--- src/rtl/mem_dump_unit_if.sv ---
// Bus bundle for mem_dump_unit: dump request/abort controls, status flags,
// the memory read port and the valid/ready byte output stream.
interface mem_dump_unit_if #(
    parameter int word_size = 8,
    parameter int addr_size = 8
);
    logic                 start;
    logic [addr_size-1:0] start_addr;
    logic [addr_size-1:0] end_addr;
    logic                 abort;
    logic                 busy;
    logic                 done;
    logic                 cpu_hold;
    logic                 mem_rd_en;
    logic [addr_size-1:0] mem_rd_addr;
    logic [word_size-1:0] mem_rd_data;
    logic                 dout_valid;
    logic                 dout_ready;
    logic [word_size-1:0] dout_data;
    logic [addr_size-1:0] dout_addr;

    // Dump unit side
    modport slave (
        input  start, start_addr, end_addr, abort, mem_rd_data, dout_ready,
        output busy, done, cpu_hold, mem_rd_en, mem_rd_addr,
               dout_valid, dout_data, dout_addr
    );

    // Controller / memory / sink side
    modport master (
        output start, start_addr, end_addr, abort, mem_rd_data, dout_ready,
        input  busy, done, cpu_hold, mem_rd_en, mem_rd_addr,
               dout_valid, dout_data, dout_addr
    );
endinterface

--- src/rtl/mem_dump_unit.sv ---
// mem_dump_unit: walks an inclusive, wrapping address range of the RISC_SPM
// memory one word at a time (issue read, capture data, hand off on
// valid/ready) and holds the CPU off the bus for the whole dump.
module mem_dump_unit #(
    parameter int word_size = 8,
    parameter int addr_size = 8
) (
    input logic            clk,
    input logic            rst,
    mem_dump_unit_if.slave bus
);
    typedef enum logic [2:0] {
        IDLE    = 3'd0,
        ISSUE   = 3'd1,
        CAPTURE = 3'd2,
        SEND    = 3'd3,
        DONE    = 3'd4
    } state_t;

    localparam logic [addr_size-1:0] ADDR_ONE = {{(addr_size-1){1'b0}}, 1'b1};
    localparam logic [addr_size:0]   REM_ONE  = {{addr_size{1'b0}}, 1'b1};

    state_t               state_reg;
    logic [addr_size-1:0] cur_reg;
    // One bit wider than an address so a full sweep (2**addr_size words) fits.
    logic [addr_size:0]   remaining_reg;
    logic                 busy_reg;
    logic                 done_reg;
    logic                 rd_en_reg;
    logic [addr_size-1:0] rd_addr_reg;
    logic                 valid_reg;
    logic [word_size-1:0] dout_data_reg;
    logic [addr_size-1:0] dout_addr_reg;

    logic [addr_size:0]   span_next;
    logic [addr_size-1:0] cur_inc;

    // Word count of the requested range; end < start wraps through the top.
    always_comb begin
        span_next = {1'b0, bus.end_addr - bus.start_addr} + REM_ONE;
        cur_inc   = cur_reg + ADDR_ONE;
    end

    // Dump sequencer; every output is a register written here.
    always_ff @(posedge clk) begin
        if (rst) begin
            state_reg     <= IDLE;
            cur_reg       <= '0;
            remaining_reg <= '0;
            busy_reg      <= 1'b0;
            done_reg      <= 1'b0;
            rd_en_reg     <= 1'b0;
            rd_addr_reg   <= '0;
            valid_reg     <= 1'b0;
            dout_data_reg <= '0;
            dout_addr_reg <= '0;
        end else begin
            case (state_reg)
                IDLE: begin
                    if (bus.start) begin
                        cur_reg       <= bus.start_addr;
                        remaining_reg <= span_next;
                        busy_reg      <= 1'b1;
                        rd_en_reg     <= 1'b1;
                        rd_addr_reg   <= bus.start_addr;
                        state_reg     <= ISSUE;
                    end
                end
                ISSUE: begin
                    // Read strobe lasts exactly this one cycle.
                    rd_en_reg <= 1'b0;
                    if (bus.abort) begin
                        done_reg  <= 1'b1;
                        state_reg <= DONE;
                    end else begin
                        state_reg <= CAPTURE;
                    end
                end
                CAPTURE: begin
                    if (bus.abort) begin
                        // Returning read data is simply never captured.
                        done_reg  <= 1'b1;
                        state_reg <= DONE;
                    end else begin
                        dout_data_reg <= bus.mem_rd_data;
                        dout_addr_reg <= cur_reg;
                        valid_reg     <= 1'b1;
                        state_reg     <= SEND;
                    end
                end
                SEND: begin
                    if (bus.abort) begin
                        // The only case where valid drops without a handshake.
                        valid_reg <= 1'b0;
                        done_reg  <= 1'b1;
                        state_reg <= DONE;
                    end else if (valid_reg && bus.dout_ready) begin
                        valid_reg     <= 1'b0;
                        remaining_reg <= remaining_reg - REM_ONE;
                        cur_reg       <= cur_inc;
                        if (remaining_reg == REM_ONE) begin
                            done_reg  <= 1'b1;
                            state_reg <= DONE;
                        end else begin
                            rd_en_reg   <= 1'b1;
                            rd_addr_reg <= cur_inc;
                            state_reg   <= ISSUE;
                        end
                    end
                end
                DONE: begin
                    done_reg  <= 1'b0;
                    busy_reg  <= 1'b0;
                    state_reg <= IDLE;
                end
                default: begin
                    state_reg <= IDLE;
                end
            endcase
        end
    end

    assign bus.busy        = busy_reg;
    assign bus.cpu_hold    = busy_reg;
    assign bus.done        = done_reg;
    assign bus.mem_rd_en   = rd_en_reg;
    assign bus.mem_rd_addr = rd_addr_reg;
    assign bus.dout_valid  = valid_reg;
    assign bus.dout_data   = dout_data_reg;
    assign bus.dout_addr   = dout_addr_reg;
endmodule

--- src/flat_wrapper.sv ---
// flat-port wrapper written by rule: the top's interface ports become plain ports
module mem_dump_unit_flat 
#(
    parameter int word_size = 8,
    parameter int addr_size = 8
)
  (clk, rst, bus_start, bus_start_addr, bus_end_addr, bus_abort, bus_mem_rd_data, bus_dout_ready, bus_busy, bus_done, bus_cpu_hold, bus_mem_rd_en, bus_mem_rd_addr, bus_dout_valid, bus_dout_data, bus_dout_addr);
  mem_dump_unit_if #(.word_size(word_size), .addr_size(addr_size)) bus_i ();
  input logic clk;
  input logic rst;
  input wire logic [$bits(bus_i.start)-1:0] bus_start;
  input wire logic [$bits(bus_i.start_addr)-1:0] bus_start_addr;
  input wire logic [$bits(bus_i.end_addr)-1:0] bus_end_addr;
  input wire logic [$bits(bus_i.abort)-1:0] bus_abort;
  input wire logic [$bits(bus_i.mem_rd_data)-1:0] bus_mem_rd_data;
  input wire logic [$bits(bus_i.dout_ready)-1:0] bus_dout_ready;
  output wire logic [$bits(bus_i.busy)-1:0] bus_busy;
  output wire logic [$bits(bus_i.done)-1:0] bus_done;
  output wire logic [$bits(bus_i.cpu_hold)-1:0] bus_cpu_hold;
  output wire logic [$bits(bus_i.mem_rd_en)-1:0] bus_mem_rd_en;
  output wire logic [$bits(bus_i.mem_rd_addr)-1:0] bus_mem_rd_addr;
  output wire logic [$bits(bus_i.dout_valid)-1:0] bus_dout_valid;
  output wire logic [$bits(bus_i.dout_data)-1:0] bus_dout_data;
  output wire logic [$bits(bus_i.dout_addr)-1:0] bus_dout_addr;
  assign bus_i.start = bus_start;
  assign bus_i.start_addr = bus_start_addr;
  assign bus_i.end_addr = bus_end_addr;
  assign bus_i.abort = bus_abort;
  assign bus_i.mem_rd_data = bus_mem_rd_data;
  assign bus_i.dout_ready = bus_dout_ready;
  assign bus_busy = bus_i.busy;
  assign bus_done = bus_i.done;
  assign bus_cpu_hold = bus_i.cpu_hold;
  assign bus_mem_rd_en = bus_i.mem_rd_en;
  assign bus_mem_rd_addr = bus_i.mem_rd_addr;
  assign bus_dout_valid = bus_i.dout_valid;
  assign bus_dout_data = bus_i.dout_data;
  assign bus_dout_addr = bus_i.dout_addr;
  mem_dump_unit #(.word_size(word_size), .addr_size(addr_size)) u_core (.clk(clk), .rst(rst), .bus(bus_i));
endmodule
--- config.mk ---
export PLATFORM = sky130hd
export DESIGN_NAME = mem_dump_unit_flat
export DESIGN_NICKNAME = d
export VERILOG_FILES = /design/src/rtl/mem_dump_unit_if.sv /design/src/rtl/mem_dump_unit.sv /design/src/flat_wrapper.sv
export SDC_FILE = /design/constraint.sdc
export NUM_CORES = 1
export LEC_CHECK = 0
export ABC_AREA = 1
export CELL_PAD_IN_SITES_DETAIL_PLACEMENT = 1
export CELL_PAD_IN_SITES_GLOBAL_PLACEMENT = 1
export CORE_MARGIN = 2
export CORE_UTILIZATION = 37
export CTS_BUF_LIST = sky130_fd_sc_hd__clkbuf_8
export CTS_CLUSTER_DIAMETER = 80
export CTS_CLUSTER_SIZE = 25
export DETAILED_ROUTE_END_ITERATION = 6
export PLACE_DENSITY = 0.89
export SETUP_SLACK_MARGIN = 0.4
export SYNTH_ARGS = -nofsm -noshare
export SYNTH_HDL_FRONTEND = slang
export SYNTH_SLANG_ARGS = --single-unit
--- constraint.sdc ---
create_clock -name clk -period 1.92 [get_ports clk]
set_input_delay 0.192 -clock clk [delete_from_list [all_inputs] [get_ports clk]]
set_output_delay 0.192 -clock clk [all_outputs]
set_load 0.01 [all_outputs]
==> impl_summary.md <==
Floorplanning
For this configuration, the core starts out at a cell density of 0.381. The floorplan has 31 rows. The total core area is 7250 µm². The die boundary width is 90.4 µm.

slightly below 60 I/O pins were placed. The vertical die dimension is 90.4 µm. The die covers a little over 8000 µm².

Yosys
Of the post-synthesis cell area, the dominant cell type holds 0.348. The share of flip-flops with an asynchronous set or reset after synthesis is 0. After synthesis the netlist holds a flip-flop and latch count of 48. The synthesized netlist contains 32 unique library cells.

The library cell with the highest instance count after synthesis is nand2_1. The synthesized netlist occupies a cell area of 2760 µm². Ranked by total cell area, the synthesized netlist is headed by dfxtp_1 35%, nand2_1 11%, a21oi_1 7.6%.

Of the synthesized area, sequential elements account for 0.348. The synthesized net count is around 460. The most used flip-flop cell after synthesis is dfxtp_1. Of all cell types, the one taking the most synthesized area is dfxtp_1.

The number of synthesized flops with an enable pin is 0. The post-synthesis instance total is 420. After synthesis, the most frequently instantiated cells are 84 x nand2_1, 53 x nor2_1, 50 x inv_1.

Yosys printed 0 warnings. The average instance in the mapped netlist occupies 6.57 µm².

Power and ir drop
Of the total power, the share spent switching nets is 0.473. The share of total power dissipated in sequential elements is 0.267. The clock share of power is 0.148. The worst-case IR drop observed on VDD is 0.699 mV.

The overall power consumption is 6.34 mW. The leakage power is 2.04 nW. Cell internal power was estimated by the tool at 3.34 mW. The switching power of the nets is 3.00 mW.

The ratio of total power to cell area is 1360 nW/µm². The combinational share of power is 0.585.

STA
The worst pin sits at a relative slew slack of 0.592. Setup total negative slack on the finished layout was measured at 0 ns. For the final database, setup skew stands at 0.00769 ns. The transition time at the pin with the least slew margin is between 0.6 and 0.7 ns. The number of hold-slack violations in the final timing report is 0. Setup repair after global routing could not meet its margin everywhere. Timing would allow up to 0.557 GHz.

Final hold analysis gives a worst-case slack of 0.460 ns. The final number of max-transition violations is 0. The portion of the clock cycle consumed by the worst path in the final layout is 0.934. The least setup slack across all paths after layout is 0.126 ns.

The count of endpoints failing setup in the final report is 0. The routed design could run at a clock period as short as 1.79 ns.

Placed design
Before CTS, the worst setup slack after placement is -0.624 ns. The HPWL after detailed placement is 7.05 mm. The routability congestion estimate is 0.837. The number of buffer cells added on primary ports is 57.

Critical path
The worst path arrival time is about 2.0 ns. Together, buffers and inverters on the worst path number 0. Traced cell by cell, the critical path runs through nor3_1, nand2_1, nor2_1, nand3_1, a21oi_1, nor2_1, nand2_1, a21oi_1.

The setup slack of the worst register-to-register path is between 0.1 and 0.15 ns. The delay contributed by the slowest stage of the critical path is 0.40 ns. STA classifies the critical path endpoint as a flop. The reg-to-reg critical path startpoint is u_core.remaining_reg[0]. The worst setup path is launched from a flop. Data on the critical path is required at its endpoint by about 2.1 ns.

The slowest stage of the critical path is the nor3_1 cell. The gate family responsible for the most delay along the worst path is simple AND/OR/NAND/NOR gates. For the worst flop-to-flop path, the logic depth is 8.

The classification of the worst setup path is reg2reg. Along the worst path, the maximum fanout reaches 4. The endpoint of the worst register-to-register path is u_core.remaining_reg[7].

Routing
In the routed layout, each cell is associated on average with a via count of 5.84. The aggregate routed wire length is approximately 16 mm. In the final routed layout, each cell accounts on average for 25.1 µm.

The number of nets with antenna violations after detailed routing is 0. The number of DRC markers after the initial detailed-route iteration is 217. For this run, the detailed router's first-pass iteration total came to 5. After detailed routing, the number of remaining DRC violations is 0. The detailed-route via count is 3,688.

Min path
The terminating pin of the worst hold path is u_core.bus.dout_data[7]. The startpoint identified for the worst hold timing path is bus_mem_rd_data[7]. The worst hold-check path type is in2reg. The worst hold path was traced through 3 stages.

Global route
The final global-route overflow total is 0. The first global-routing pass estimated 19.5 mm of wire. The all-layer global routing usage is 0.300. Entering global routing, the biggest net connects 26 pins. The number of global-route vias before repair is between 3,000 and 4,000. The number of antenna violations at the first check in global routing was 0.

Clock tree
The tree built by TritonCTS fans out to 48 sinks. The maximum clock insertion buffer count is 2. The CTS tree is done. The total CTS buffers is 5. The tree is rooted in a clkbuf_8. For this design, the CTS-stage hold fixing added 0 buffers. The H-tree was split into 2 levels. The CTS clock-pin slew for the worst setup and hold paths is about 0.10 ns.

The clock reaches the later pin of the worst-skew pair after 0.32 ns.

Finish
Summing all multi-input logic gate instances after layout gives 2080 µm². At the end of the flow the core is filled with cells to 0.642. The filler cells instantiated in the layout total 890. From synthesis to final layout, the design area changed by 68.7%.

The register with the most flip-flops in the layout has 9 of them. The net total in the final layout is 573. In the final layout, flip-flops and latches occupy 973 µm². Of the cells placed in the final design, the portion with a size suffix greater than 1 is 0.411. The number of antenna diodes in the final layout is 0.

Run status
The run finished with clean final reports.

Flow run
The reported max-cap violation count is 0.
[placed cells by master, fill, tap and decap left out, drive strengths merged, types with 4 or more instances in the layout]
master,n
a21oi,42
buf,64
clkbuf,8
clkdlybuf4s50,46
dfxtp,48
dlygate4sd2,4
ha,11
inv,58
nand2,86
nand3,28
nor2,55
nor3,5
o21ai,51
xor2,6
[metal layers]
metal	GRT usage	part of all wire	up-vias
met5	0	0	-
met4	0.137	0.062	0
met3	0.0601	0.062	92
met2	0.548	0.49	208
met1	0.333	0.38	1797
li1	-	-	1591
[tightest hold or removal path: cells and delay by family]
kind	cells	cell delay, ns
and+or+nand+nor	2	0.15
buffers and inverters	1	0.41
[worst max path at each step]
stage,end,cells past startpoint,start
after floorplan,u_core.remaining_reg[8],10,bus_end_addr[0]
after CTS,u_core.remaining_reg[8],11,bus_end_addr[0]
final,u_core.remaining_reg[7],8,u_core.remaining_reg[0]
after global placement,u_core.remaining_reg[7],15,bus_end_addr[0]
after global routing,u_core.remaining_reg[8],13,bus_start_addr[4]
after detailed placement,u_core.remaining_reg[7],15,bus_end_addr[0]
[timing repair]
item,CTS,global route
setup endpoints to repair,28,40
setup buffers,15,19
pin swaps,31,40
resized for setup,78,132
cloned,1,0
endpoints found under the hold margin,0,0
[stage by stage]
step	area, µm²	std cells
detailed placement	3640	589
CTS	4080	613
global placement	3640	589
finish	4660	632
global route	4660	632
floorplan	2800	420
[area by class of cell]
class / count / area share
Clock buffer: 5 / 0.0148
Multi-Input combinational cell: 301 / 0.447
Inverter: 57 / 0.0529
Sequential cell: 48 / 0.209
Clock inverter: 3 / 0.0148
Timing Repair Buffer: 119 / 0.235
Tap cell: 99 / 0.0266
[power by group through the flow]
stage               Sequential, mW  Clock, mW  Combinational [mW]
CTS                           1.55      0.912                2.53
global route                  1.71      0.954                3.89
global placement              1.54          0                2.05
finish                        1.69      0.936                3.71
floorplan                     1.55          0                1.36
detailed placement            1.55          0                2.18
[cells by family after synthesis]
logic type / after synthesis / synth area share
adder cells (fa/ha/maj): 12 / 0.0571
AND/OR/NAND/NOR: 181 / 0.277
AO/OA/AOI/OAI: 101 / 0.193
flip-flops: 48 / 0.348
buffers and inverters: 71 / 0.102
multiplexers: 1 / 0.00362
XOR/XNOR: 6 / 0.0190
(Power assumes the default switching activity.)
